--- src/rtl/usrt_pkg.sv ---
// Shared USRT constants: data width, TX FIFO depth and frame layout.
// The serializer, deserializer and the TX/RX FIFOs all take their widths from here.
package usrt_pkg;

    localparam int unsigned USRT_DATA_W        = 8;
    localparam int unsigned USRT_TX_FIFO_DEPTH = 8;

    // Frame layout on the line: start, data, parity, stop.
    localparam int unsigned USRT_START_BITS  = 1;
    localparam int unsigned USRT_PARITY_BITS = 1;
    localparam int unsigned USRT_STOP_BITS   = 1;
    localparam int unsigned USRT_FRAME_BITS  =
        USRT_START_BITS + USRT_DATA_W + USRT_PARITY_BITS + USRT_STOP_BITS;

endpackage

--- src/rtl/usrt_fifo_ptr.sv ---
// FIFO pointer/occupancy tracker: write and read pointers, count, and full/empty
// decoded from count. The caller qualifies push/pop; clr has priority over both.
module usrt_fifo_ptr
    import usrt_pkg::*;
#(
    parameter int unsigned DEPTH  = USRT_TX_FIFO_DEPTH,
    parameter int unsigned ADDR_W = $clog2(DEPTH)
) (
    input  logic              clk_i,
    input  logic              rst_ni,
    input  logic              clr_i,
    input  logic              push_i,
    input  logic              pop_i,
    output logic [ADDR_W-1:0] wr_ptr_o,
    output logic [ADDR_W-1:0] rd_ptr_o,
    output logic [ADDR_W:0]   count_o,
    output logic              full_o,
    output logic              empty_o
);

    localparam logic [ADDR_W:0] DepthCnt = (ADDR_W + 1)'(DEPTH);

    logic [ADDR_W-1:0] wr_ptr_d, wr_ptr_q;
    logic [ADDR_W-1:0] rd_ptr_d, rd_ptr_q;
    logic [ADDR_W:0]   count_d, count_q;

    // Next-state for pointers and count; pointers wrap naturally at ADDR_W bits.
    always_comb begin
        wr_ptr_d = wr_ptr_q;
        rd_ptr_d = rd_ptr_q;
        count_d  = count_q;
        if (clr_i) begin
            wr_ptr_d = '0;
            rd_ptr_d = '0;
            count_d  = '0;
        end else begin
            if (push_i) wr_ptr_d = wr_ptr_q + 1'b1;
            if (pop_i)  rd_ptr_d = rd_ptr_q + 1'b1;
            if (push_i && !pop_i)      count_d = count_q + 1'b1;
            else if (pop_i && !push_i) count_d = count_q - 1'b1;
        end
    end

    // Pointer and count registers.
    always_ff @(posedge clk_i or negedge rst_ni) begin
        if (!rst_ni) begin
            wr_ptr_q <= '0;
            rd_ptr_q <= '0;
            count_q  <= '0;
        end else begin
            wr_ptr_q <= wr_ptr_d;
            rd_ptr_q <= rd_ptr_d;
            count_q  <= count_d;
        end
    end

    assign wr_ptr_o = wr_ptr_q;
    assign rd_ptr_o = rd_ptr_q;
    assign count_o  = count_q;
    assign full_o   = (count_q == DepthCnt);
    assign empty_o  = (count_q == '0);

endmodule

--- src/rtl/usrt_tx_fifo.sv ---
// USRT transmit byte buffer: FWFT FIFO between the APB write path and the serializer.
// Optional feature macro: USRT_TX_FIFO_AF_EN adds a registered almost_full output.
module usrt_tx_fifo
    import usrt_pkg::*;
#(
    parameter int unsigned DATA_W   = USRT_DATA_W,
    parameter int unsigned DEPTH    = USRT_TX_FIFO_DEPTH,
    parameter int unsigned ADDR_W   = $clog2(DEPTH),
    parameter int unsigned AF_LEVEL = 6
) (
    input  logic              pClk,
    input  logic              pReset,
    input  logic              clr,
    input  logic              wr_en,
    input  logic [DATA_W-1:0] wr_data,
    input  logic              tx_ready,
    output logic              tx_valid,
    output logic [DATA_W-1:0] tx_data,
    output logic              empty,
    output logic              full,
    output logic [ADDR_W:0]   count,
    output logic              ovf
`ifdef USRT_TX_FIFO_AF_EN
    ,
    output logic              almost_full
`endif
);

    // Elaboration-time configuration sanity check.
    if (DEPTH < 2 || (1 << ADDR_W) != DEPTH || AF_LEVEL > DEPTH) begin : g_bad_cfg
        $error("usrt_tx_fifo: DEPTH must be a power of two >= 2 and AF_LEVEL <= DEPTH");
    end

    logic [DATA_W-1:0] mem_q [DEPTH];
    logic [ADDR_W-1:0] wr_ptr, rd_ptr;
    logic              push, pop;
    logic              ovf_d, ovf_q;

    // A pop while full frees the slot the push lands in, so the push is accepted.
    assign pop  = tx_ready & ~empty;
    assign push = wr_en & (~full | pop) & ~clr;

    usrt_fifo_ptr #(
        .DEPTH (DEPTH),
        .ADDR_W(ADDR_W)
    ) u_ptr (
        .clk_i   (pClk),
        .rst_ni  (pReset),
        .clr_i   (clr),
        .push_i  (push),
        .pop_i   (pop),
        .wr_ptr_o(wr_ptr),
        .rd_ptr_o(rd_ptr),
        .count_o (count),
        .full_o  (full),
        .empty_o (empty)
    );

    // Storage write; the array is deliberately not reset.
    always_ff @(posedge pClk) begin
        if (push) mem_q[wr_ptr] <= wr_data;
    end

    // Sticky overflow: set when a push is dropped, cleared only by clr or reset.
    always_comb begin
        ovf_d = ovf_q;
        if (clr)                       ovf_d = 1'b0;
        else if (wr_en && full && !pop) ovf_d = 1'b1;
    end

    // Overflow flag register.
    always_ff @(posedge pClk or negedge pReset) begin
        if (!pReset) ovf_q <= 1'b0;
        else         ovf_q <= ovf_d;
    end

    assign ovf      = ovf_q;
    assign tx_valid = ~empty;
    assign tx_data  = empty ? '0 : mem_q[rd_ptr];

`ifdef USRT_TX_FIFO_AF_EN
    localparam logic [ADDR_W:0] AfCnt = (ADDR_W + 1)'(AF_LEVEL);

    logic [ADDR_W:0] count_nxt;
    logic            af_d, af_q;

    // Mirror of the next occupancy so almost_full moves on the same edge as count.
    always_comb begin
        count_nxt = count;
        if (clr)                count_nxt = '0;
        else if (push && !pop)  count_nxt = count + 1'b1;
        else if (pop && !push)  count_nxt = count - 1'b1;
        af_d = (count_nxt >= AfCnt);
    end

    // Almost-full register.
    always_ff @(posedge pClk or negedge pReset) begin
        if (!pReset) af_q <= 1'b0;
        else         af_q <= af_d;
    end

    assign almost_full = af_q;
`endif

endmodule

--- config.mk ---
export PLATFORM = sky130hd
export DESIGN_NAME = usrt_tx_fifo
export DESIGN_NICKNAME = d
export VERILOG_FILES = /design/src/rtl/usrt_pkg.sv /design/src/rtl/usrt_fifo_ptr.sv /design/src/rtl/usrt_tx_fifo.sv
export SDC_FILE = /design/constraint.sdc
export NUM_CORES = 1
export LEC_CHECK = 0
export BUFFER_PORTS_ARGS = -buffer_cell sky130_fd_sc_hd__clkbuf_2
export CORE_ASPECT_RATIO = 1.1
export CORE_MARGIN = 5
export CORE_UTILIZATION = 28
export DETAILED_ROUTE_END_ITERATION = 10
export PLACE_DENSITY = 0.55
export SETUP_SLACK_MARGIN = 0.5
export SLEW_MARGIN = 20
export SYNTH_ARGS = -nofsm -noshare
export SYNTH_HDL_FRONTEND = slang
export SYNTH_SLANG_ARGS = --single-unit
--- constraint.sdc ---
create_clock -name pClk -period 5.1 [get_ports pClk]
set_clock_uncertainty 0.2 [all_clocks]
set_input_delay 0.51 -clock pClk [delete_from_list [all_inputs] [get_ports pClk]]
set_output_delay 0.51 -clock pClk [all_outputs]
set_load 0.1 [all_outputs]
Word level (Yosys, flattened, before mapping)
Memories as Yosys holds them, arrays and structs flattened.
Index checks and enable logic that the tools add are counted.
Storage, ports and cells
  memories: 1
  input bits: 13
  RAM bits: 64
  register bits after elaboration: 11
  word-level logic and storage cells: 40
Operators by class
  bitwise gates (word level): 7
  mux-type cells: 12
  add/sub/neg operators: 4
  eq/ne operators: 1
  reductions and logical operators: 11
Memories
  mem_q: depth 8, bits a word 8, rd ports 1, clocked after Yosys merged registers in 0, write ports 1, line usrt_tx_fifo.sv:34  | logic [DATA_W-1:0] mem_q [DEPTH];
Operator list (count)
  two-way mux 3 bit: 4
  two-way mux 4 bit: 3
  two-way mux 8 bit: 1
  adder 3 x 1 -> 3 bit, second input constant: 2
  nonzero test 2 bit: 3
  adder 4 x 1 -> 4 bit, second input constant: 1
  == test 4 bit, second input constant: 1
  logical AND 1 bit: 4
  zero test 4 bit: 1
  two-way mux 1 bit: 4
  subtractor 4 x 1 -> 4 bit, second input constant: 1
  bitwise AND 1 bit: 3
  inverter 1 bit: 3
  nonzero test 3 bit: 1
  zero test 1 bit: 2
  OR 1 bit: 1

Logic depth before layout (Yosys ltp)
Gate-level depths: netlist of run 1.
  depth after elaboration: 11
  mapped depth: 8
  mapped depth without buffers: 8

By module
A second synthesis of run 1 with hierarchy kept.
Second synthesis, totals
  cell total of the unflattened synthesis: 182
  area, all modules: 3199.3 µm²
Modules (own cells, without submodules)
  usrt_tx_fifo: instances 1, area an instance 2602.5 µm², cells an instance 125
  usrt_fifo_ptr: instances 1, area an instance 596.8 µm², cells an instance 57

Worst setup path after synthesis of run 1
No wires, ideal clock.
  path type: register -> output
  from: register u_ptr.count_q[3] (netlist: u_ptr.count_o[3])
  to: output port tx_data[0]
  slack: 1224 ps
  required time: 4390 ps
  path buffers: 0
  data arrival time: 3166 ps
  stages on the path, launching flop included: 4
  path through: dfrtp_1 or4_4 inv_2 nor2_1
Between the ends
  longest elaborated chain between the ends: 2
RTL lines
  from (decl): line usrt_fifo_ptr.sv:25  | logic [ADDR_W:0] count_d, count_q;
  from (signal assigned): line usrt_fifo_ptr.sv:53  | count_q <= count_d;
  zero test 4 bit: line usrt_fifo_ptr.sv:61  | assign empty_o = (count_q == '0);
  via empty: line usrt_tx_fifo.sv:19  | output logic empty,
  two-way mux 8 bit: line usrt_tx_fifo.sv:79  | assign tx_data = empty ? '0 : mem_q[rd_ptr];
  to (decl): line usrt_tx_fifo.sv:18  | output logic [DATA_W-1:0] tx_data,
The timed path passes the listed nets, and every way through them passes these cells.

Final worst setup path of run 1
  from: register u_ptr.count_q[2] (netlist: u_ptr.count_o[2])
  to: register u_ptr.count_q[3] (netlist: u_ptr.count_o[3])
Between the ends
  longest elaborated chain between the ends: 9
RTL lines
  zero test 4 bit: line usrt_fifo_ptr.sv:61
  inverter 1 bit: line usrt_tx_fifo.sv:40  | assign pop = tx_ready & ~empty;
  bitwise AND 1 bit: line usrt_tx_fifo.sv:40
  OR 1 bit: line usrt_tx_fifo.sv:41  | assign push = wr_en & (~full | pop) & ~clr;
  bitwise AND 1 bit (2 in series): line usrt_tx_fifo.sv:41
  logical AND 1 bit or zero test 1 bit (tied branches): line usrt_fifo_ptr.sv:39, usrt_fifo_ptr.sv:40
  two-way mux 4 bit or logical AND 1 bit (tied branches): line usrt_fifo_ptr.sv:39, usrt_fifo_ptr.sv:40
  two-way mux 4 bit or nonzero test 3 bit (tied branches)
Parallel ways exist; a longest one is shown, timed or not. The select of a mux whose other input is x is not followed.
A chain may end at the register's enable or synchronous reset.

==> impl_metrics.tcl, run 1 <==
set metrics [dict create \
    area_growth_pct 19.8 \
    grt-ovfl-total 0 \
    viasPerCell 4.59 \
    synthDistinctLibCells 41 \
    die_x_um 112 \
    maxSlewHeadroom_pct 38.0 \
    ant_nets 0 \
    hold_violations 0 \
    worstSkewPairLatency_ps 330 \
    worst_pin_slew_ps 926 \
    start_util_pct 28.3 \
    antenna_found_initial 0 \
    maxSlewViolCount 0 \
    fp.dieH_um 123 \
    worstPathRequired_ps 5110 \
    dominantRegCellSynth "edfxtp_1" \
    cellPowerDensity_nw_per_um2 583 \
    cts-resized-gates 0 \
    syn_avg_cell_area_um2 16.7 \
    numCtsBuffers 9 \
    rows 41 \
    hold_path_depth 1 \
    dieArea_um2 13800 \
    ys_ff_latch 75 \
    dp_hpwl_mm 4.06 \
    rsz0062_at_grt "no" \
    remaining_drc_errors 0 \
    grt_pass1_wl_mm 10.4 \
    grt_usage_pct 10.1 \
    htreeDepth 3 \
    synthesis.nets 211 \
    grt_max_degree 22 \
    synth_warnings 0 \
    sequentialPowerShare_pct 34.5 \
    critPathKind "flop to flop" \
    initialDrtViolationCount 97 \
    fin_ws_ps 1600 \
    clockRootBuffer "clkbuf_16" \
    drive_above_1_share_pct 33.3 \
    status "finished, final reports clean" \
    async_flop_share_pct 14.7 \
    clkSlewWorstSetupHoldPaths_ps 60 \
    drt-wirelength-per-cell_um 16.6 \
    grt_pass1_vias 1921 \
    seq_area_frac_synth_pct 68.1 \
    num_io_pins 29 \
    io_buffers 28 \
    clockPowerShare_pct 25.7 \
    cp_max_fo 7 \
    swShare_pct 44.4 \
    max_freq_mhz 286 \
    synth.largest_area_cell "edfxtp_1" \
    synthCells 193 \
    antennaDiodeCount 0 \
    critPathArrivalTime_ps 3500 \
    cap_violations 0 \
    synthTopCellsByArea "edfxtp_1, mux4_2, dfrtp_1" \
    gp_congestion 0.721 \
    rr_worst_depth 7 \
    dr.pass1.iters 4 \
    period_needed_ps 3500 \
    routed_wl_mm 6.38 \
    core_area_um2 11400 \
    hold_class "input port to flop" \
    p_sw_uw 1000 \
    dp_slack_ps 1610 \
    end_kind "flop" \
    p_leak_uw 0.00134 \
    cts_max_path_buffers 2 \
    finalSetupViolCount 0 \
    via_count 1763 \
    synth_top_area_share_pct 59.5 \
    p_comb_share_pct 39.8 \
    fin_nets 247 \
    cts_tree "yes" \
    tns_ps 0 \
    fin_crit_sh_pct 68.6 \
    syn_area_um2 3230 \
    ir_drop_mv 0.445 \
    intPower_uw 1250 \
    cts_sinks 75 \
    synth_edf_count 64 \
    start_kind "flop" \
]
==> state kept, by name (all words and copies together) (netlist names) <==
register        cells
u_ptr.rd_ptr_o      3
ovf                 1
u_ptr.wr_ptr_o      3
mem_q              64
u_ptr.count_o       4
==> power groups by stage <==
stage                     Clock [uW]  Combinational, uW  Sequential [uW]
after detailed placement           0                905              793
after global placement             0                902              788
final                            579                897              778
after global routing             623                946              791
after floorplan                    0                713              822
after CTS                        591                908              781
==> critical path, stage by stage, from the launching register on <==
cell     delay, ps
dfrtp_1        450
or4b_4         610
o21ai_0        600
or3_1          250
ha_1           270
a21oi_1        310
a22oi_1        140
or4_1          520
==> cells by family after synthesis <==
| logic type | after synthesis | synth area share, % |
|---|---|---|
| adders and majority gates | 5 | 2.17 |
| buffers and inverters | 15 | 2.05 |
| AOI/OAI and AO/OA | 11 | 2.83 |
| DFF | 75 | 68.1 |
| xor gates and xnor gates | 4 | 1.09 |
| muxes | 28 | 15.0 |
| and+or+nand+nor | 55 | 8.80 |
==> synthesized netlist by cell type (4+ instances only) <==
cell type,instances
clkbuf_1,4
dfrtp_1,11
edfxtp_1,64
ha_1,4
inv_1,5
mux2i_1,9
mux4_2,16
nand2_1,7
nor2_1,23
nor3_1,4
==> cell type report <==
| class | instances | area (um2) |
|---|---|---|
| fillers | 1115 | 7520 |
| flip-flops and latches | 75 | 2200 |
| multi-input cells | 103 | 993 |
| clock buffers | 9 | 225 |
| repair buffers | 34 | 188 |
| well taps | 150 | 188 |
| clock inverters | 7 | 51.3 |
| inverters | 6 | 22.5 |
==> metal layers <==
| metal | vias up | global-route usage (%) | wire [um] |
|---|---|---|---|
| li1 | 823 | - | - |
| met1 | 892 | 12.9 | 2960 |
| met2 | 40 | 16.0 | 3060 |
| met3 | 8 | 3.85 | 296 |
| met4 | 0 | 3.31 | 61 |
| met5 | - | 0 | 0 |
==> final timing paths <==
kind	from	end	slack [ps]
max reg2reg	u_ptr.count_o[2]	u_ptr.count_o[3]	1600
max	u_ptr.count_o[2]	u_ptr.count_o[3]	1600
min	wr_data[4]	mem_q[0][4]	260
min reg2reg	ovf	ovf	310
min in group asynchronous	pReset	u_ptr.count_o[0]	390
max in group asynchronous	pReset	u_ptr.rd_ptr_o[0]	4060
==> what timing repair did <==
action	CTS	global route
buffers inserted	0	0
endpoints found under the hold margin	11	0
hold buffers	1	0
endpoints found under the setup margin	0	0
==> cell usage in the layout (no fill, tap or decap), drive strengths merged, types with 3 or more instances in the layout <==
master,n
mux2,3
mux2i,9
buf,5
a21oi,4
nor3,4
ha,4
mux4,16
nand3,3
nor4,3
xor2,3
clkinv,4
nand3b,3
clkbuf,37
nand2,7
edfxtp,64
nor2,23
dfrtp,11
inv,8
==> metrics by stage <==
stage          cells  util [%]  cell area [um2]  hold slack (ps)  power [uW]
6_report         384      33.9             3870              257        2250
5_1_grt          384      33.9             3870              256        2360
4_1_cts          384      33.9             3860              243        2280
3_5_place_dp     367      31.4             3580              211        1700
3_3_place_gp     367      31.4             3580              211        1690
2_1_floorplan    193         -             3230             14.4        1540
(Power assumes the default switching activity.)
==> run 2: changes to the inputs <==
--- a/config.mk
+++ b/config.mk
@@ -5,6 +5,7 @@
 export SDC_FILE = /design/constraint.sdc
 export NUM_CORES = 1
 export LEC_CHECK = 0
+export ABC_AREA = 1
 export BUFFER_PORTS_ARGS = -buffer_cell sky130_fd_sc_hd__clkbuf_2
 export CORE_ASPECT_RATIO = 1.1
 export CORE_MARGIN = 5
==> constraint.sdc (replaced) <==
create_clock -name pClk -period 3.4 [get_ports pClk]
set_clock_uncertainty 0.2 [all_clocks]
set_input_delay 0.34 -clock pClk [delete_from_list [all_inputs] [get_ports pClk]]
set_output_delay 0.34 -clock pClk [all_outputs]
set_load 0.1 [all_outputs]
==> run 2 against run 1 <==
Final cell count is 26% higher. Sequential share of layout area is 0.54 points lower. Design area is 1.1% higher. Global-route usage rose by 0.58 points. Via count increased by 22%.
==> impl_metrics.tcl, run 2 <==
set metrics [dict create \
    end_kind "primary output" \
    drt-wirelength-per-cell_um 14.5 \
    async_flop_share_pct 14.7 \
    worstSkewPairLatency_ps 330 \
    antennaDiodeCount 0 \
    start_util_pct 28.5 \
    synth.largest_area_cell "edfxtp_1" \
    synth.top_cells.by_count "nor2_1, edfxtp_1, o21ai_1" \
    use_met1_pct 13.5 \
    syn_area_um2 3240 \
    via_count 2150 \
    cts_tree "yes" \
    synthTopCellsByArea "edfxtp_1, nor2_1, dfrtp_1" \
    numCtsBuffers 9 \
    maxSlewHeadroom_pct 35.1 \
    period_needed_ps 2740 \
    reg2reg_to "u_ptr.count_o[3]" \
    grt_usage_pct 10.7 \
    clockRootBuffer "clkbuf_16" \
    critPathCapture "tx_data[7]" \
    grt_pass1_vias 2041 \
    fin_nets 348 \
    synth_warnings 0 \
    core_area_um2 11400 \
    synth_most_common_cell "nor2_1" \
    cap_violations 0 \
    antenna_found_initial 0 \
    rr_worst_depth 13 \
    ant_nets 0 \
    worst_pin_slew_ps 969 \
    initialDrtViolationCount 137 \
    rsz0062_at_grt "no" \
    routed_wl_mm 7.03 \
    grt_pass1_wl_mm 11.1 \
    timing.rr.start "u_ptr.count_o[2]" \
    layout_common_cells "nor2_1, edfxtp_1, o21ai_1, clkbuf_2, nand2_1" \
    rrSetupSlack_ps 1030 \
    dieArea_um2 13800 \
    dominantRegCellSynth "edfxtp_1" \
    max_freq_mhz 365 \
    synthCells 296 \
    grt-busiest-layer "met2" \
    drive_above_1_share_pct 19.8 \
    area_growth_pct 20.7 \
    die_x_um 113 \
    synth_edf_count 64 \
    largest_register_ffs 64 \
    seq_area_frac_synth_pct 67.8 \
    num_io_pins 29 \
    hold_class "input port to flop" \
    mostFrequentLayoutCell "nor2_1" \
    cts_max_path_buffers 2 \
    grt_use_met3_pct 2.51 \
    regMostFlops "mem_q" \
    hold_violations 0 \
    cp_max_fo 34 \
    synthesis.nets 314 \
    viasPerCell 4.44 \
    synth_top_area_share_pct 59.3 \
    dr.pass1.iters 4 \
    finalSetupViolCount 0 \
    worstPathRequired_ps 2860 \
    fin_crit_sh_pct 80.6 \
    rows 41 \
    remaining_drc_errors 0 \
    met2_usage_pct 17.4 \
    hold_path_depth 1 \
    tns_ps 0 \
    startpoint "u_ptr.rd_ptr_o[0]" \
    clkSlewWorstSetupHoldPaths_ps 60 \
    critPathArrivalTime_ps 2200 \
    io_buffers 28 \
    start_kind "flop" \
    syn_avg_cell_area_um2 10.9 \
    cts_sinks 75 \
    gp_congestion 0.851 \
    fp.dieH_um 123 \
    synthDistinctLibCells 23 \
    grt_max_degree 35 \
    worstHoldStart "wr_data[5]" \
    status "finished, final reports clean" \
    dp_hpwl_mm 4.50 \
    maxSlewViolCount 0 \
    htreeDepth 3 \
    critPathKind "flop to primary output" \
    ys_ff_latch 75 \
    grt-ovfl-total 0 \
]
==> run 2: changes by cell type after synthesis, sizes merged, moves of 4 or more <==
cell / delta
buf: +4
mux2i: -9
nand3: +6
o21ai: +60
nor3: -4
mux4: -16
nand2: +22
nor2: +57
inv: +10
==> run 2: kinds of logic (layout without fill, tap and decap cells) <==
logic type	after synthesis	after routing	synth area share, %
simple gates	119	119	15.2
compound gates	69	69	11.0
buf+inv	27	65	3.55
fa+ha+maj	5	5	2.16
xor+xnor	1	1	0.270
flops	75	75	67.8
==> run 2: layout make-up <==
class                           count  area, um2
Multi-Input combinational cell    194        988
Fill cell                        1150       7480
Inverter                           16       60.1
Clock inverter                      5       55.1
Timing Repair Buffer               34        188
Clock buffer                       10        229
Tap cell                          150        188
Sequential cell                    75       2200
==> run 2: worst min-delay path by stage <==
stage                             end  slack (ps)
after floorplan                   ovf        -160
after global placement            ovf          40
after detailed placement          ovf          40
after CTS                 mem_q[5][5]          80
after global routing      mem_q[4][5]         110
final                     mem_q[5][5]          90
==> run 2: repair_timing <==
| action | CTS | global route |
|---|---|---|
| hold endpoints to repair | 11 | 0 |
| resized for setup | 0 | 0 |
| buffers inserted | 0 | 0 |
| hold buffers | 1 | 0 |
==> run 2: stage by stage <==
step	worst slack [ps]	std cells	hold WS, ps	cell area, um2	util (%)
2_1_floorplan	665	296	-156	3310	-
3_3_place_gp	1030	468	41.4	3620	31.8
3_5_place_dp	975	468	38.5	3620	31.8
4_1_cts	609	484	79.0	3910	34.3
5_1_grt	505	484	109	3910	34.3
6_report	659	484	91.4	3910	34.3
==> run 2: critical path, stage by stage, from the launching register on <==
cell	delay (ps)
dfrtp_1	380
inv_2	470
o21ai_0	190
o21ai_1	110
o21ai_0	140
nor2_4	110
clkbuf_2	460
==> run 2: routing by layer <==
metal  wire length [um]  share of wire, %  up-vias
met5                  0                 0        -
met2               3530                50       38
met3                278               4.0        6
met1               3120                44     1015
met4                 98               1.4        0
li1                   -                 -     1091
Power of run 2 is not shown: default switching activity piles up to over one toggle a cycle in this logic, so the estimate is an artifact.
==> run 3: changes to the inputs <==
==> constraint.sdc (replaced) <==
create_clock -name pClk -period 2.6 [get_ports pClk]
set_clock_uncertainty 0.2 [all_clocks]
set_input_delay 0.26 -clock pClk [delete_from_list [all_inputs] [get_ports pClk]]
set_output_delay 0.26 -clock pClk [all_outputs]
set_load 0.1 [all_outputs]
==> run 3 against run 2 <==
Design area increased by 17%. Die area unchanged. Routed wire length increased by 10%. Critical endpoint is now tx_data[4]. Final cell count grew 6.2%. Sequential cell count did not move. Non-clock buffer count up 29. Via count increased by 10%. Core utilization is 5.9 points higher. Count of clock-buffer cells in the layout shrank 1. Largest cell class unchanged. Global-route usage grew 0.77 points. Register-to-register slack got worse by 630 ps.
==> impl_metrics.tcl, run 3 (synthesis results as in run 2) <==
set metrics [dict create \
    n_fill_cell 1066 \
    core_area_um2 11400 \
    fin_crit_sh_pct 85.3 \
    end_kind "primary output" \
    period_needed_ps 2220 \
    die_x_um 113 \
    grt_pass1_vias 2277 \
    rsz0062_at_grt "yes" \
    cp_max_fo 30 \
    antennaDiodeCount 0 \
    max_freq_mhz 451 \
    num_io_pins 29 \
    rows 41 \
    worstPathRequired_ps 2140 \
    cp_common_cell "o21ai_1" \
    path_cells "buf_12 -> nor2_1 -> nor2_1 -> o21ai_1 -> o21ai_1 -> o21ai_1 -> nor2_4 -> buf_12" \
    hold_class "input port to flop" \
    critPathKind "flop to primary output" \
    whs_endpoint "mem_q[3][7]" \
    clockRootBuffer "clkbuf_16" \
    cts_max_path_buffers 2 \
    initialDrtViolationCount 150 \
    drt-wirelength-per-cell_um 15.1 \
    total_power_uw 6300 \
    p_leak_uw 0.00171 \
    finalSetupViolCount 0 \
    cap_violations 0 \
    grt_usage_pct 11.5 \
    cellPowerDensity_nw_per_um2 1380 \
    fin_nets 377 \
    via_count 2368 \
    grt-ovfl-total 0 \
    status "finished, final reports clean" \
    ant_nets 0 \
    largest_register_ffs 64 \
    cp_slowest_cell "dfrtp_2" \
    mostFrequentLayoutCell "edfxtp_1" \
    critPathArrivalTime_ps 1760 \
    rr_worst_depth 13 \
    hold_violations 0 \
    start_kind "flop" \
    worstHoldStart "wr_data[7]" \
    area_growth_pct 41.3 \
    drive_above_1_share_pct 35.4 \
    remaining_drc_errors 0 \
    start_util_pct 28.5 \
    cts_tree "yes" \
    routed_wl_mm 7.75 \
    htreeDepth 3 \
    numCtsBuffers 9 \
    stdcell_area_um2 4580 \
    antenna_found_initial 0 \
    fin_ws_ps 383 \
    dp_slack_ps 308 \
    timing.rr.start "u_ptr.count_o[1]" \
    grt_max_degree 31 \
    dp_hpwl_mm 4.66 \
    io_buffers 28 \
    hold_path_depth 1 \
    worst_pin_slew_ps 545 \
    fp.dieH_um 123 \
    reg2reg_to "u_ptr.count_o[3]" \
    maxSlewHeadroom_pct 63.8 \
    maxSlewViolCount 0 \
    grt_pass1_wl_mm 12.0 \
    dpl_cell_area_um2 3890 \
    worstSkewPairLatency_ps 330 \
    ir_drop_mv 0.745 \
    layout_common_cells "edfxtp_1, nor2_1, o21ai_1, buf_4, nand2_1" \
    clkSlewWorstSetupHoldPaths_ps 60 \
    viasPerCell 4.61 \
    rrSetupSlack_ps 400 \
    tns_ps 0 \
    gp_congestion 0.833 \
    cts_sinks 75 \
    dieArea_um2 13800 \
    regMostFlops "mem_q" \
    dr.pass1.iters 4 \
    slowest_delay_ps 460 \
]
run 3: cell count changes in the layout (fill, tap and decap cells not counted), moves of 3 or more:
cell | before | now
buf_12 | 0 | 12
buf_4 | 5 | 27
clkbuf_2 | 28 | 17
clkinvlp_4 | 0 | 3
dfrtp_4 | 0 | 4
nand2_1 | 27 | 24
nand3_1 | 9 | 6
nor2_1 | 69 | 57
nor2_2 | 2 | 11
nor2_4 | 9 | 12
o21ai_1 | 39 | 35
o21ai_2 | 0 | 5
run 3: report_power, final:
| part | internal, uW | switching [uW] |
|---|---|---|
| Sequential | 1390 | 78.0 |
| Clock | 846 | 490 |
| Combinational | 1250 | 2240 |
run 3: repair_timing:
action,4_1_cts,5_1_grt
endpoints found under the hold margin,17,0
setup endpoints to repair,15,74
hold buffers,2,0
gates cloned,1,0
gates resized for setup,16,27
setup buffers,12,8
pin swaps,6,10
run 3: worst max path at each step:
stage / startpoint / to / slack, ps
6_report: u_ptr.rd_ptr_o[0] / tx_data[4] / 380
5_1_grt: u_ptr.rd_ptr_o[0] / tx_data[0] / 280
4_1_cts: u_ptr.rd_ptr_o[0] / tx_data[0] / 370
3_5_place_dp: u_ptr.count_o[1] / u_ptr.count_o[3] / 310
3_3_place_gp: u_ptr.count_o[1] / u_ptr.count_o[3] / 420
2_1_floorplan: u_ptr.count_o[2] / tx_data[7] / 400
run 3: through the flow:
step	cells	util, %	hold slack, ps
6_report	514	40.2	12.6
5_1_grt	514	40.2	27.1
4_1_cts	506	38.8	10.2
3_5_place_dp	475	34.1	-45.0
3_3_place_gp	475	34.1	-46.9
2_1_floorplan	296	-	-236
run 3: final cells by class:
type / instances / area (um2) / area share (%)
multi-input cells: 194 / 1160 / 25.3
repair buffers: 63 / 621 / 13.6
clock inverters: 7 / 101 / 2.21
well taps: 150 / 188 / 4.10
flip-flops and latches: 75 / 2210 / 48.4
clock buffers: 9 / 225 / 4.92
inverters: 16 / 68.8 / 1.50
run 3: worst max-delay path, delay by kind of cell, from the launching register on:
kind / cells / cell delay (ps)
AO/OA/AOI/OAI: 3 / 390
flip-flops: 1 / 460
buffers and inverters: 2 / 350
AND/OR/NAND/NOR: 3 / 210
run 3: routing by layer:
layer,vias to the layer above,part of all wire (%),track usage (%)
li1,1150,-,-
met3,11,3.7,2.81
met4,0,1.3,3.83
met2,61,50,19.5
met5,-,0,0
met1,1146,45,14.3
